$ cat src/rtl/hft_pkg.sv
// Shared definitions for the order-generation slice: order-word field layout,
// side encodings, strategy modes and the bot FSM state type.
package hft_pkg;

    // Default field widths of an order word {price, is_buy, is_bot, qty}
    localparam int PRICE_W_DEF = 16;
    localparam int QTY_W_DEF   = 14;

    // Side encodings carried in the is_buy bit
    localparam logic TYPE_BID = 1'b1;
    localparam logic TYPE_ASK = 1'b0;

    // Strategy modes
    typedef enum logic [1:0] {
        MODE_OFF   = 2'b00,
        MODE_FRONT = 2'b01,
        MODE_JOIN  = 2'b10,
        MODE_ALT   = 2'b11
    } mode_e;

    // Bot sequencing states
    typedef enum logic [2:0] {
        ST_IDLE   = 3'd0,
        ST_EVAL_A = 3'd1,
        ST_EVAL_B = 3'd2,
        ST_SEND   = 3'd3,
        ST_COOL   = 3'd4
    } bot_state_e;

    // Field offsets within an order word, as a function of the quantity width
    function automatic int qty_lsb(input int qty_w);
        return 0 * qty_w;
    endfunction

    function automatic int bot_bit(input int qty_w);
        return qty_w;
    endfunction

    function automatic int side_bit(input int qty_w);
        return qty_w + 1;
    endfunction

    function automatic int price_lsb(input int qty_w);
        return qty_w + 2;
    endfunction

endpackage

$ cat src/rtl/quote_strategy_bot_if.sv
// Bus between the bot, the heap-manager roots, the Bot FIFO and the engine.
// Handshake: bot_valid is a one-cycle write strobe qualifying bot_data; the bot
// only raises it when bot_full, engine_busy and udp_fifo_has_data were all low
// in the cycle that issued the write, so there is no ready back-pressure.
interface quote_strategy_bot_if #(
    parameter int PRICE_W = 16,
    parameter int QTY_W   = 14
) ();
    localparam int ORD_W = PRICE_W + 2 + QTY_W;

    logic [ORD_W-1:0] bid_root;
    logic [ORD_W-1:0] ask_root;
    logic             udp_fifo_has_data;
    logic             engine_busy;
    logic             bot_full;
    logic             fill_valid;
    logic             fill_is_buy;
    logic [QTY_W-1:0] fill_qty;
    logic             bot_valid;
    logic [ORD_W-1:0] bot_data;

    // Bot side
    modport master (
        input  bid_root, ask_root, udp_fifo_has_data, engine_busy, bot_full,
        input  fill_valid, fill_is_buy, fill_qty,
        output bot_valid, bot_data
    );

    // Book / FIFO / engine side
    modport slave (
        output bid_root, ask_root, udp_fifo_has_data, engine_busy, bot_full,
        output fill_valid, fill_is_buy, fill_qty,
        input  bot_valid, bot_data
    );
endinterface

$ cat src/rtl/position_tracker.sv
// Saturating signed net-position accumulator fed by engine fills, with flags
// telling whether one more bot order on each side stays within the limit.
module position_tracker #(
    parameter int POS_W     = 16,
    parameter int QTY_W     = 14,
    parameter int BOT_QTY   = 10,
    parameter int POS_LIMIT = 100
) (
    input  logic                    clk,
    input  logic                    rst,
    input  logic                    i_fill_valid,
    input  logic                    i_fill_is_buy,
    input  logic [QTY_W-1:0]        i_fill_qty,
    output logic signed [POS_W-1:0] o_position,
    output logic                    o_can_buy,
    output logic                    o_can_sell
);
    // Wide enough to hold position +/- any fill without wrapping
    localparam int XW = ((POS_W > QTY_W) ? POS_W : QTY_W) + 2;

    localparam logic signed [POS_W-1:0] POS_MAX_P   = {1'b0, {(POS_W-1){1'b1}}};
    localparam logic signed [XW-1:0]    POS_MAX_X   = {{(XW-POS_W){1'b0}}, POS_MAX_P};
    localparam logic signed [XW-1:0]    BOT_QTY_X   = XW'(BOT_QTY);
    localparam logic signed [XW-1:0]    POS_LIMIT_X = XW'(POS_LIMIT);

    logic signed [POS_W-1:0] r_position;
    logic signed [XW-1:0]    w_pos_x;
    logic signed [XW-1:0]    w_qty_x;
    logic signed [XW-1:0]    w_sum;
    logic signed [POS_W-1:0] w_next_pos;

    assign w_pos_x = {{(XW-POS_W){r_position[POS_W-1]}}, r_position};
    assign w_qty_x = {{(XW-QTY_W){1'b0}}, i_fill_qty};

    // Next position after this cycle's fill, clamped to the symmetric range
    always_comb begin
        w_sum      = i_fill_is_buy ? (w_pos_x + w_qty_x) : (w_pos_x - w_qty_x);
        w_next_pos = w_sum[POS_W-1:0];
        if (w_sum > POS_MAX_X) begin
            w_next_pos = POS_MAX_P;
        end else if (w_sum < -POS_MAX_X) begin
            w_next_pos = -POS_MAX_P;
        end
    end

    // Accumulate fills every cycle; reset overrides a coincident fill
    always_ff @(posedge clk) begin
        if (rst) begin
            r_position <= '0;
        end else if (i_fill_valid) begin
            r_position <= w_next_pos;
        end
    end

    assign o_position = r_position;
    assign o_can_buy  = (w_pos_x + BOT_QTY_X) <= POS_LIMIT_X;
    assign o_can_sell = (w_pos_x - BOT_QTY_X) >= -POS_LIMIT_X;
endmodule

$ cat src/rtl/quote_strategy_bot.sv
// Order-generation bot: watches best bid/ask, picks a side per strategy mode,
// writes one bot order into the Bot FIFO, then cools down. Yields to UDP
// traffic, a busy engine and a full FIFO; stops quoting a side that would
// push the net position past the limit.
module quote_strategy_bot
    import hft_pkg::*;
#(
    parameter int PRICE_W   = PRICE_W_DEF,
    parameter int QTY_W     = QTY_W_DEF,
    parameter int TICK      = 1,
    parameter int BOT_QTY   = 10,
    parameter int COOLDOWN  = 4,
    parameter int POS_W     = 16,
    parameter int POS_LIMIT = 100
) (
    input  logic                    clk,
    input  logic                    rst,
    input  logic                    enable,
    input  logic [1:0]              mode,
    quote_strategy_bot_if.master    bus,
    output logic signed [POS_W-1:0] position,
    output logic [31:0]             orders_sent,
    output logic [2:0]              o_dbg_state
);
    localparam int ORD_W   = PRICE_W + 2 + QTY_W;
    localparam int PX_LSB  = price_lsb(QTY_W);
    localparam int BOT_BIT = bot_bit(QTY_W);
    localparam int CW      = (COOLDOWN > 1) ? $clog2(COOLDOWN) : 1;

    localparam logic [PRICE_W-1:0] TICK_P    = PRICE_W'(TICK);
    localparam logic [QTY_W-1:0]   BOT_QTY_P = QTY_W'(BOT_QTY);
    localparam logic [CW-1:0]      COOL_LOAD = CW'(COOLDOWN - 1);

    bot_state_e         r_state;
    logic               r_bot_valid;
    logic [ORD_W-1:0]   r_bot_data;
    logic [31:0]        r_orders_sent;
    logic               r_last_side;
    logic               r_eval_side;
    logic               r_target_side;
    logic [PRICE_W-1:0] r_target_price;
    logic [CW-1:0]      r_cool_cnt;

    logic [PRICE_W-1:0] w_bid_px;
    logic [PRICE_W-1:0] w_ask_px;
    logic               w_bid_is_bot;
    logic               w_ask_is_bot;
    logic               w_books_ok;
    logic               w_improve;
    logic [PRICE_W-1:0] w_tick_amt;
    logic [PRICE_W:0]   w_bid_sum;
    logic [PRICE_W-1:0] w_ask_tgt;
    logic               w_bid_ok;
    logic               w_ask_ok;
    logic               w_can_buy;
    logic               w_can_sell;
    logic               w_eval_side;
    logic               w_side_ok;
    logic [PRICE_W-1:0] w_side_px;
    logic               w_idle_go;
    logic               w_send_ok;
    logic               w_unused;

    position_tracker #(
        .POS_W     (POS_W),
        .QTY_W     (QTY_W),
        .BOT_QTY   (BOT_QTY),
        .POS_LIMIT (POS_LIMIT)
    ) u_position_tracker (
        .clk           (clk),
        .rst           (rst),
        .i_fill_valid  (bus.fill_valid),
        .i_fill_is_buy (bus.fill_is_buy),
        .i_fill_qty    (bus.fill_qty),
        .o_position    (position),
        .o_can_buy     (w_can_buy),
        .o_can_sell    (w_can_sell)
    );

    // Root fields; the quantity and side bits of the roots are not needed
    assign w_bid_px     = bus.bid_root[PX_LSB +: PRICE_W];
    assign w_ask_px     = bus.ask_root[PX_LSB +: PRICE_W];
    assign w_bid_is_bot = bus.bid_root[BOT_BIT];
    assign w_ask_is_bot = bus.ask_root[BOT_BIT];
    assign w_unused     = ^{bus.bid_root[BOT_BIT-1:0], bus.bid_root[BOT_BIT+1],
                            bus.ask_root[BOT_BIT-1:0], bus.ask_root[BOT_BIT+1]};

    assign w_books_ok = (|bus.bid_root) && (|bus.ask_root);
    assign w_improve  = (mode == MODE_FRONT) || (mode == MODE_ALT);
    assign w_tick_amt = w_improve ? TICK_P : '0;

    // Bid target is computed one bit wider so a carry out disqualifies it
    assign w_bid_sum = {1'b0, w_bid_px} + {1'b0, w_tick_amt};
    assign w_ask_tgt = w_ask_px - w_tick_amt;

    assign w_bid_ok = w_books_ok && !w_bid_is_bot && !w_bid_sum[PRICE_W]
                   && (w_bid_sum[PRICE_W-1:0] < w_ask_px) && w_can_buy;
    assign w_ask_ok = w_books_ok && !w_ask_is_bot
                   && (!w_improve || (w_ask_px > TICK_P))
                   && (w_ask_tgt > w_bid_px) && w_can_sell;

    // ALT starts with the side opposite the last order; other modes start with bid.
    // The second evaluation always looks at the side the first one did not.
    assign w_eval_side = (r_state == ST_EVAL_A)
                       ? ((mode == MODE_ALT) ? ~r_last_side : TYPE_BID)
                       : ~r_eval_side;
    assign w_side_ok   = (w_eval_side == TYPE_BID) ? w_bid_ok : w_ask_ok;
    assign w_side_px   = (w_eval_side == TYPE_BID) ? w_bid_sum[PRICE_W-1:0] : w_ask_tgt;

    assign w_send_ok = !bus.udp_fifo_has_data && !bus.engine_busy && !bus.bot_full;
    assign w_idle_go = enable && (mode != MODE_OFF) && w_send_ok;

    // Bot sequencer: idle -> evaluate two sides -> send -> cool down
    always_ff @(posedge clk) begin
        if (rst) begin
            r_state        <= ST_IDLE;
            r_bot_valid    <= 1'b0;
            r_bot_data     <= '0;
            r_orders_sent  <= '0;
            r_last_side    <= 1'b0;
            r_eval_side    <= 1'b0;
            r_target_side  <= 1'b0;
            r_target_price <= '0;
            r_cool_cnt     <= '0;
        end else begin
            r_bot_valid <= 1'b0;
            case (r_state)
                ST_IDLE: begin
                    if (w_idle_go) begin
                        r_state <= ST_EVAL_A;
                    end
                end
                ST_EVAL_A: begin
                    r_eval_side <= w_eval_side;
                    if (w_side_ok) begin
                        r_target_side  <= w_eval_side;
                        r_target_price <= w_side_px;
                        r_state        <= ST_SEND;
                    end else begin
                        r_state <= ST_EVAL_B;
                    end
                end
                ST_EVAL_B: begin
                    if (w_side_ok) begin
                        r_target_side  <= w_eval_side;
                        r_target_price <= w_side_px;
                        r_state        <= ST_SEND;
                    end else begin
                        r_state <= ST_IDLE;
                    end
                end
                ST_SEND: begin
                    if (w_send_ok) begin
                        r_bot_valid   <= 1'b1;
                        r_bot_data    <= {r_target_price, r_target_side, 1'b1, BOT_QTY_P};
                        r_orders_sent <= r_orders_sent + 32'd1;
                        r_last_side   <= r_target_side;
                        r_cool_cnt    <= COOL_LOAD;
                        r_state       <= ST_COOL;
                    end else begin
                        r_state <= ST_IDLE;
                    end
                end
                ST_COOL: begin
                    if (r_cool_cnt == '0) begin
                        r_state <= ST_IDLE;
                    end else begin
                        r_cool_cnt <= r_cool_cnt - 1'b1;
                    end
                end
                default: begin
                    r_state <= ST_IDLE;
                end
            endcase
        end
    end

    assign bus.bot_valid = r_bot_valid;
    assign bus.bot_data  = r_bot_data;
    assign orders_sent   = r_orders_sent;
    assign o_dbg_state   = r_state;
endmodule

$ cat src/flat_wrapper.sv
// flat-port wrapper written by rule: the top's interface ports become plain ports
module quote_strategy_bot_flat import hft_pkg::*;
#(
    parameter int PRICE_W   = PRICE_W_DEF,
    parameter int QTY_W     = QTY_W_DEF,
    parameter int TICK      = 1,
    parameter int BOT_QTY   = 10,
    parameter int COOLDOWN  = 4,
    parameter int POS_W     = 16,
    parameter int POS_LIMIT = 100
)
  (clk, rst, enable, mode, position, orders_sent, o_dbg_state, bus_bid_root, bus_ask_root, bus_udp_fifo_has_data, bus_engine_busy, bus_bot_full, bus_fill_valid, bus_fill_is_buy, bus_fill_qty, bus_bot_valid, bus_bot_data);
  quote_strategy_bot_if #(.PRICE_W(PRICE_W), .QTY_W(QTY_W)) bus_i ();
  input  logic clk;
  input  logic rst;
  input  logic enable;
  input  logic [1:0] mode;
  output logic signed [POS_W-1:0] position;
  output logic [31:0] orders_sent;
  output logic [2:0] o_dbg_state;
  input wire logic [$bits(bus_i.bid_root)-1:0] bus_bid_root;
  input wire logic [$bits(bus_i.ask_root)-1:0] bus_ask_root;
  input wire logic [$bits(bus_i.udp_fifo_has_data)-1:0] bus_udp_fifo_has_data;
  input wire logic [$bits(bus_i.engine_busy)-1:0] bus_engine_busy;
  input wire logic [$bits(bus_i.bot_full)-1:0] bus_bot_full;
  input wire logic [$bits(bus_i.fill_valid)-1:0] bus_fill_valid;
  input wire logic [$bits(bus_i.fill_is_buy)-1:0] bus_fill_is_buy;
  input wire logic [$bits(bus_i.fill_qty)-1:0] bus_fill_qty;
  output wire logic [$bits(bus_i.bot_valid)-1:0] bus_bot_valid;
  output wire logic [$bits(bus_i.bot_data)-1:0] bus_bot_data;
  assign bus_i.bid_root = bus_bid_root;
  assign bus_i.ask_root = bus_ask_root;
  assign bus_i.udp_fifo_has_data = bus_udp_fifo_has_data;
  assign bus_i.engine_busy = bus_engine_busy;
  assign bus_i.bot_full = bus_bot_full;
  assign bus_i.fill_valid = bus_fill_valid;
  assign bus_i.fill_is_buy = bus_fill_is_buy;
  assign bus_i.fill_qty = bus_fill_qty;
  assign bus_bot_valid = bus_i.bot_valid;
  assign bus_bot_data = bus_i.bot_data;
  quote_strategy_bot #(.PRICE_W(PRICE_W), .QTY_W(QTY_W), .TICK(TICK), .BOT_QTY(BOT_QTY), .COOLDOWN(COOLDOWN), .POS_W(POS_W), .POS_LIMIT(POS_LIMIT)) u_core (.clk(clk), .rst(rst), .enable(enable), .mode(mode), .bus(bus_i), .position(position), .orders_sent(orders_sent), .o_dbg_state(o_dbg_state));
endmodule
$ cat config.mk
export PLATFORM = sky130hd
export DESIGN_NAME = quote_strategy_bot_flat
export DESIGN_NICKNAME = d
export VERILOG_FILES = /design/src/rtl/hft_pkg.sv /design/src/rtl/quote_strategy_bot_if.sv /design/src/rtl/position_tracker.sv /design/src/rtl/quote_strategy_bot.sv /design/src/flat_wrapper.sv
export SDC_FILE = /design/constraint.sdc
export NUM_CORES = 1
export LEC_CHECK = 0
export BUFFER_PORTS_ARGS = -buffer_cell sky130_fd_sc_hd__buf_2
export CORE_UTILIZATION = 34
export DETAILED_ROUTE_END_ITERATION = 7
export GPL_TIMING_DRIVEN = 0
export HOLD_SLACK_MARGIN = 0.05
export PLACE_DENSITY_LB_ADDON = 0.25
export SYNTH_ARGS = -nofsm -noshare
export SYNTH_HDL_FRONTEND = slang
export SYNTH_SLANG_ARGS = --single-unit
$ cat constraint.sdc
create_clock -name clk -period 3.8 [get_ports clk]
set_input_delay 0.38 -clock clk [delete_from_list [all_inputs] [get_ports clk]]
set_output_delay 0.38 -clock clk [all_outputs]
set_load 0.02 [all_outputs]
[Yosys cells after proc, flatten, opt, wreduce, memory -nomap -nowiden]
Cells that the tools add are included.
Storage, ports and cells
  register bits: 93
  bits in latches: 0
  bits in writable memories: 0
  memory bits (read-only): 0
  input bits: 88
  output and inout port bits: 84
  logic and storage cells: 90
  memories kept: 0
Operators by class
  add/sub/neg operators: 8
  $mul: 0
  divide/modulo/power cells: 0
  order comparisons: 7
  eq/ne operators: 10
  shift operators: 0
  multiplexer cells: 18
  bitwise gates (word level): 3
  reduce and logical (&&, ||, !) cells: 34
Operators with widths (count)
  OR reduction 32 bit: 2
  2-to-1 mux 16 bit: 3
  adder 32 x 1 -> 32 bit, second input constant: 1
  > comparator 18 x 16 -> 1 bit, second input constant: 1
  < comparator 18 x 16 -> 1 bit, second input constant: 1
  2-to-1 mux 18 bit: 1
  adder 16 x 15 -> 17 bit: 1
  adder 16 x 16 -> 17 bit: 1
  adder 16 x 5 -> 17 bit, second input constant: 1
  >= comparator 17 x 8 -> 1 bit, second input constant: 1
  <= comparator 17 x 8 -> 1 bit, second input constant: 1
  subtractor 16 x 15 -> 17 bit: 1
  subtractor 16 x 5 -> 17 bit, second input constant: 1
  > comparator 16 x 1 -> 1 bit, second input constant: 1
  > comparator 16 bit: 1
  < comparator 16 bit: 1
  subtractor 16 bit: 1
  case mux 3 bit (5 select lines): 1
  logical AND 1 bit: 13
  2-to-1 mux 3 bit: 3
  zero test 1 bit: 7
  equality test 3 x 2 -> 1 bit, second input constant: 2
  2-to-1 mux 1 bit: 6
  2-to-1 mux 2 bit: 3
  16 further kinds: 25

[Depth between registers and ports, before layout]
  depth in word-level cells: 11
  gate-level depth with buffers: 18
  gate-level depth less buffers: 16

[By module]
A second synthesis with hierarchy kept.
Unflattened totals
  cells, all modules: 942
  area total of the unflattened synthesis: 7458.4 um2
By module, submodules not included
  quote_strategy_bot: instances 1, cells an instance 596, area an instance 4943.5 um2, sequential area each 1481.4 um2
  position_tracker: instances 1, cells an instance 346, area an instance 2514.9 um2, sequential area each 320.3 um2

[Worst setup path before layout]
No wires, ideal clock.
  path type: input port to flip-flop
  from: input bus_fill_qty[0]
  to: register u_core.u_position_tracker.r_position[0], in the netlist u_core.u_position_tracker.o_position[0]
  library setup time: 0.086 ns
  arrival: 3.453 ns
  required time: 3.714 ns
  path slack: 0.261 ns
  cell stages on the path: 16
  buffers on the path: 1
  cells stage by stage: inv_1 > ha_1 > nor2b_1 > and3_1 > nor2_1 > xnor2_1 > ha_1 > buf_2 > a21oi_1 > o21ai_1 > or3_1 > o2111a_1 > a211oi_4 > nand2_1 > or4_1 > a211oi_1
Between the ends
  word-level cells in the longest chain between the ends: 5
  elaborated cells between the ends (all ways): 7
  classes of those cells: add/sub: 2; order compare: 2; mux: 3
RTL lines
  from (decl): RTL line flat_wrapper.sv:28  | input wire logic [$bits(bus_i.fill_qty)-1:0] bus_fill_qty;
  subtractor 16 x 15 -> 17 bit or adder 16 x 15 -> 17 bit (tied branches): RTL line position_tracker.sv:37  | w_sum = i_fill_is_buy ? (w_pos_x + w_qty_x) : (w_pos_x - w_qty_x);
  2-to-1 mux 18 bit (*): RTL line position_tracker.sv:37
  < comparator 18 x 16 -> 1 bit: RTL line position_tracker.sv:41  | end else if (w_sum < -POS_MAX_X) begin
  2-to-1 mux 16 bit: RTL line position_tracker.sv:41
  2-to-1 mux 16 bit (*): RTL line position_tracker.sv:39  | if (w_sum > POS_MAX_X) begin
  to (signal assigned): RTL line position_tracker.sv:51  | r_position <= w_next_pos;
  to (decl): RTL line position_tracker.sv:26  | logic signed [POS_W-1:0] r_position;
Every way passes the cells marked *; elsewhere a longest branch is shown, timed or not.
A chain may end at the register's enable or synchronous reset.

[Worst setup path in the final report]
  from: input mode[0]
  to: register u_core.r_target_price[0]
Between the ends
  word-level cells in the longest chain between the ends: 10
  elaborated cells between the ends (all ways): 22
  classes of those cells: add/sub: 2; order compare: 2; eq/ne: 2; mux: 5; reduce/logical: 11
RTL lines
  from (decl): RTL line flat_wrapper.sv:17  | input logic [1:0] mode;
  branches (longest 10 deep; another with subtractor 16 bit)
  to (signal assigned): RTL line quote_strategy_bot.sv:137  | r_target_price <= w_side_px;
  to (signal assigned): RTL line quote_strategy_bot.sv:146  | r_target_price <= w_side_px;
  to (decl): RTL line quote_strategy_bot.sv:41  | logic [PRICE_W-1:0] r_target_price;
Several ways; the timed one is not identified.

==> results.py <==
metrics = {
    "status": {
        "status": "complete, no violations",
    },
    "yosys": {
        "synth-main-ff-cell": "dfxtp_1",
        "ys_types": 79,
        "postSynthAreaPerCell_um2": 7.77,
        "ys_async_sr_fraction_pct": 0,
        "synth_edf_count": 0,
        "ys_ff_latch": 90,
        "netlist_instances": 948,
        "synth_warnings": 0,
        "synth_seq_area_share_pct": 24.5,
        "netlist_area_um2": 7370,
    },
    "floorplanning": {
        "coreArea_um2": 21200,
        "initial_core_util_pct": 34.8,
        "die_y_um": 149,
        "io_pins": 172,
        "dieArea_um2": 22300,
        "die_w_um": 149,
        "num_rows": 53,
    },
    "finish": {
        "antenna_cells": 0,
        "final_nets": 1276,
        "drive_gt1_share_pct": 22.1,
        "layout_common_cells": "buf_2, dfxtp_1, nor2_1, nand2_1, a21oi_1",
        "area_growth_pct": 21.7,
        "final_common_cell": "buf_2",
        "fin_area_um2": 8970,
    },
    "critical_path": {
        "crit_fanout": 10,
        "crit_top_cell": "nand4_1",
        "critPathMaxStageDelay_ns": 0.36,
        "path_cells": "buf_2 -> ha_2 -> nand4_1 -> nor4_4 -> nand3_1 -> xnor2_1 -> ha_1 -> nand4_1 -> a211o_1 -> a32oi_1 -> o221a_2 -> o211ai_1 -> o22a_1 -> clkbuf_4 -> buf_6 -> o21ai_0 -> o41ai_1",
        "cp.buffers_inverters": 3,
        "cp.required_ns": 4.01,
        "end_kind": "register",
        "cp-start-kind": "primary input",
        "cp_top_family": "compound AO/OA/AOI/OAI gates",
        "cp.arrival_ns": 3.90,
        "crit_slowest_cell": "nor4_4",
        "worst-setup-path-type": "in2reg",
    },
    "flow_run": {
        "max_cap_viol_count": 0,
    },
    "sta": {
        "rsz0062_at_grt": "true",
        "worst_pin_slew_ns": 0.761,
        "timing.fmax_mhz": 271,
        "finalCriticalPeriod_ns": 3.68,
        "fin_crit_sh_pct": 97.0,
        "setup_viol": 0,
        "maxSlewHeadroom_pct": 48.5,
        "setup_slack_ns": 0.116,
        "clock_skew_ns": 0.00753,
        "setup_tns_ns": 0,
        "maxSlewViolCount": 0,
        "hold_viol": 0,
        "timing.hold.ws_ns": 0.396,
    },
    "clocking": {
        "cts-hold-fix-buffers": 0,
        "cts_buffer_depth": 2,
        "cts_tree": "built",
        "cts_made_buffers": 9,
        "cts_max_level": 3,
        "root_buffer": "clkbuf_16",
        "clk_latency_ns": 0.34,
        "numClockSinks": 90,
        "cts.reportedPaths.clkPinSlew_ns": 0.07,
    },
    "drt": {
        "via_count": 7434,
        "via_per_inst": 5.27,
        "antenna_left": 0,
        "drtIter0Drc": 341,
        "wl_per_cell_um": 15.1,
        "wl_mm": 21.3,
        "drc": 0,
        "dr.pass1.iters": 5,
    },
    "hold_path": {
        "hp-class": "in2reg",
    },
    "pwr": {
        "powerDensity_nw_per_um2": 357,
        "leakage_nw": 3.87,
        "peakVddDrop_mv": 0.201,
        "p_total_mw": 3.21,
    },
    "placement": {
        "numPortBuffers": 158,
        "placed_cell_area_um2": 8540,
        "post-place-ws_ns": -0.642,
        "place.gp.congestion": 0.900,
        "hpwl_mm": 17.0,
    },
    "global_route": {
        "antenna_found_initial": 0,
        "globalRouteOverflowTotal": 0,
        "grt_max_degree": 17,
        "grt_pass1_wl_mm": 34.1,
        "first_global_vias": 6761,
        "grt_use_total_pct": 19.1,
    },
}
state kept, by name, summed over array words and instances, names as in the netlist:
register,cells
u_core.r_target_price,16
u_core.bus.bot_data,18
u_core.r_eval_side,1
u_core.bus.bot_valid,1
u_core.o_dbg_state,3
u_core.r_target_side,1
u_core.orders_sent,32
u_core.r_cool_cnt,2
u_core.u_position_tracker.o_position,16
logic make-up after synthesis:
kind of cell    Yosys count  synth area share [%]
compound gates          202                  18.3
simple gates            372                  26.4
other cells               1                0.0509
mux                      24                  3.48
fa+ha+maj                65                  10.9
xor+xnor                 81                  9.63
buf+inv                 113                  6.83
flops                    90                  24.5
final timing paths:
kind / start / end / slack [ns] / cells after the start
setup / recovery: mode[0] / u_core.r_target_price[0] / 0.12 / 17
hold / removal: enable / u_core.o_dbg_state[0] / 0.40 / 3
setup reg to reg: u_core.u_position_tracker.o_position[1] / u_core.u_position_tracker.o_position[6] / 0.45 / 11
hold reg to reg: u_core.bus.bot_data[29] / u_core.bus.bot_data[29] / 0.45 / 2
power breakdown:
| part | internal [mW] | total [mW] | switching [mW] |
|---|---|---|---|
| Combinational | 0.525 | 1.29 | 0.770 |
| Sequential | 0.978 | 1.05 | 0.0680 |
| Clock | 0.468 | 0.865 | 0.397 |
cells in the mapped netlist (all sizes together), types with 9 or more instances:
library cell	number	area (µm²)
a21oi	62	314
nor4	28	211
buf	27	178
inv	55	206
mux2i	14	140
nor3	31	155
mux2	10	116
clkbuf	31	119
nor2	87	329
xnor2	46	403
or3	9	56.3
o41ai	13	114
xor2	35	307
a211oi	18	153
ha	57	713
dfxtp	90	1800
and2	9	56.3
and3	11	68.8
nor2b	26	163
o21ai	45	225
and4	11	96.3
nand3	32	160
nand4	23	144
nand2	77	289
area by class of cell:
class | count | area [µm²]
inverters | 55 | 206
repair buffers | 161 | 813
well taps | 275 | 344
clock inverters | 6 | 51.3
plain buffers | 57 | 295
flip-flops and latches | 90 | 1800
fillers | 2178 | 12200
multi-input cells | 756 | 5220
clock buffers | 10 | 239
through the flow:
step           utilization, %  std cells
2_1_floorplan               -        959
6_report                 42.4       1410
4_1_cts                  42.0       1409
3_5_place_dp             40.4       1392
3_3_place_gp             40.4       1392
5_1_grt                  42.4       1410
routing by layer:
metal	global-route usage (%)	up-vias	routed length, µm
met5	0	-	0
met3	3.36	13	941
met1	26.2	3462	10500
li1	-	3769	-
met4	3.47	0	166
met2	31.1	190	9620
repair_timing:
item	CTS	global route
setup buffers	1	2
hold endpoints to repair	0	0
resized for setup	8	18
pin swaps	1	5
setup endpoints to repair	20	34
worst min-delay path: cells and delay by family:
| kind | cells | cell delay [ns] |
|---|---|---|
| AO/OA/AOI/OAI | 1 | 0.07 |
| buffers and inverters | 1 | 0.11 |
| AND/OR/NAND/NOR | 1 | 0.13 |
Note: power is estimated with default switching activity, not from simulation.
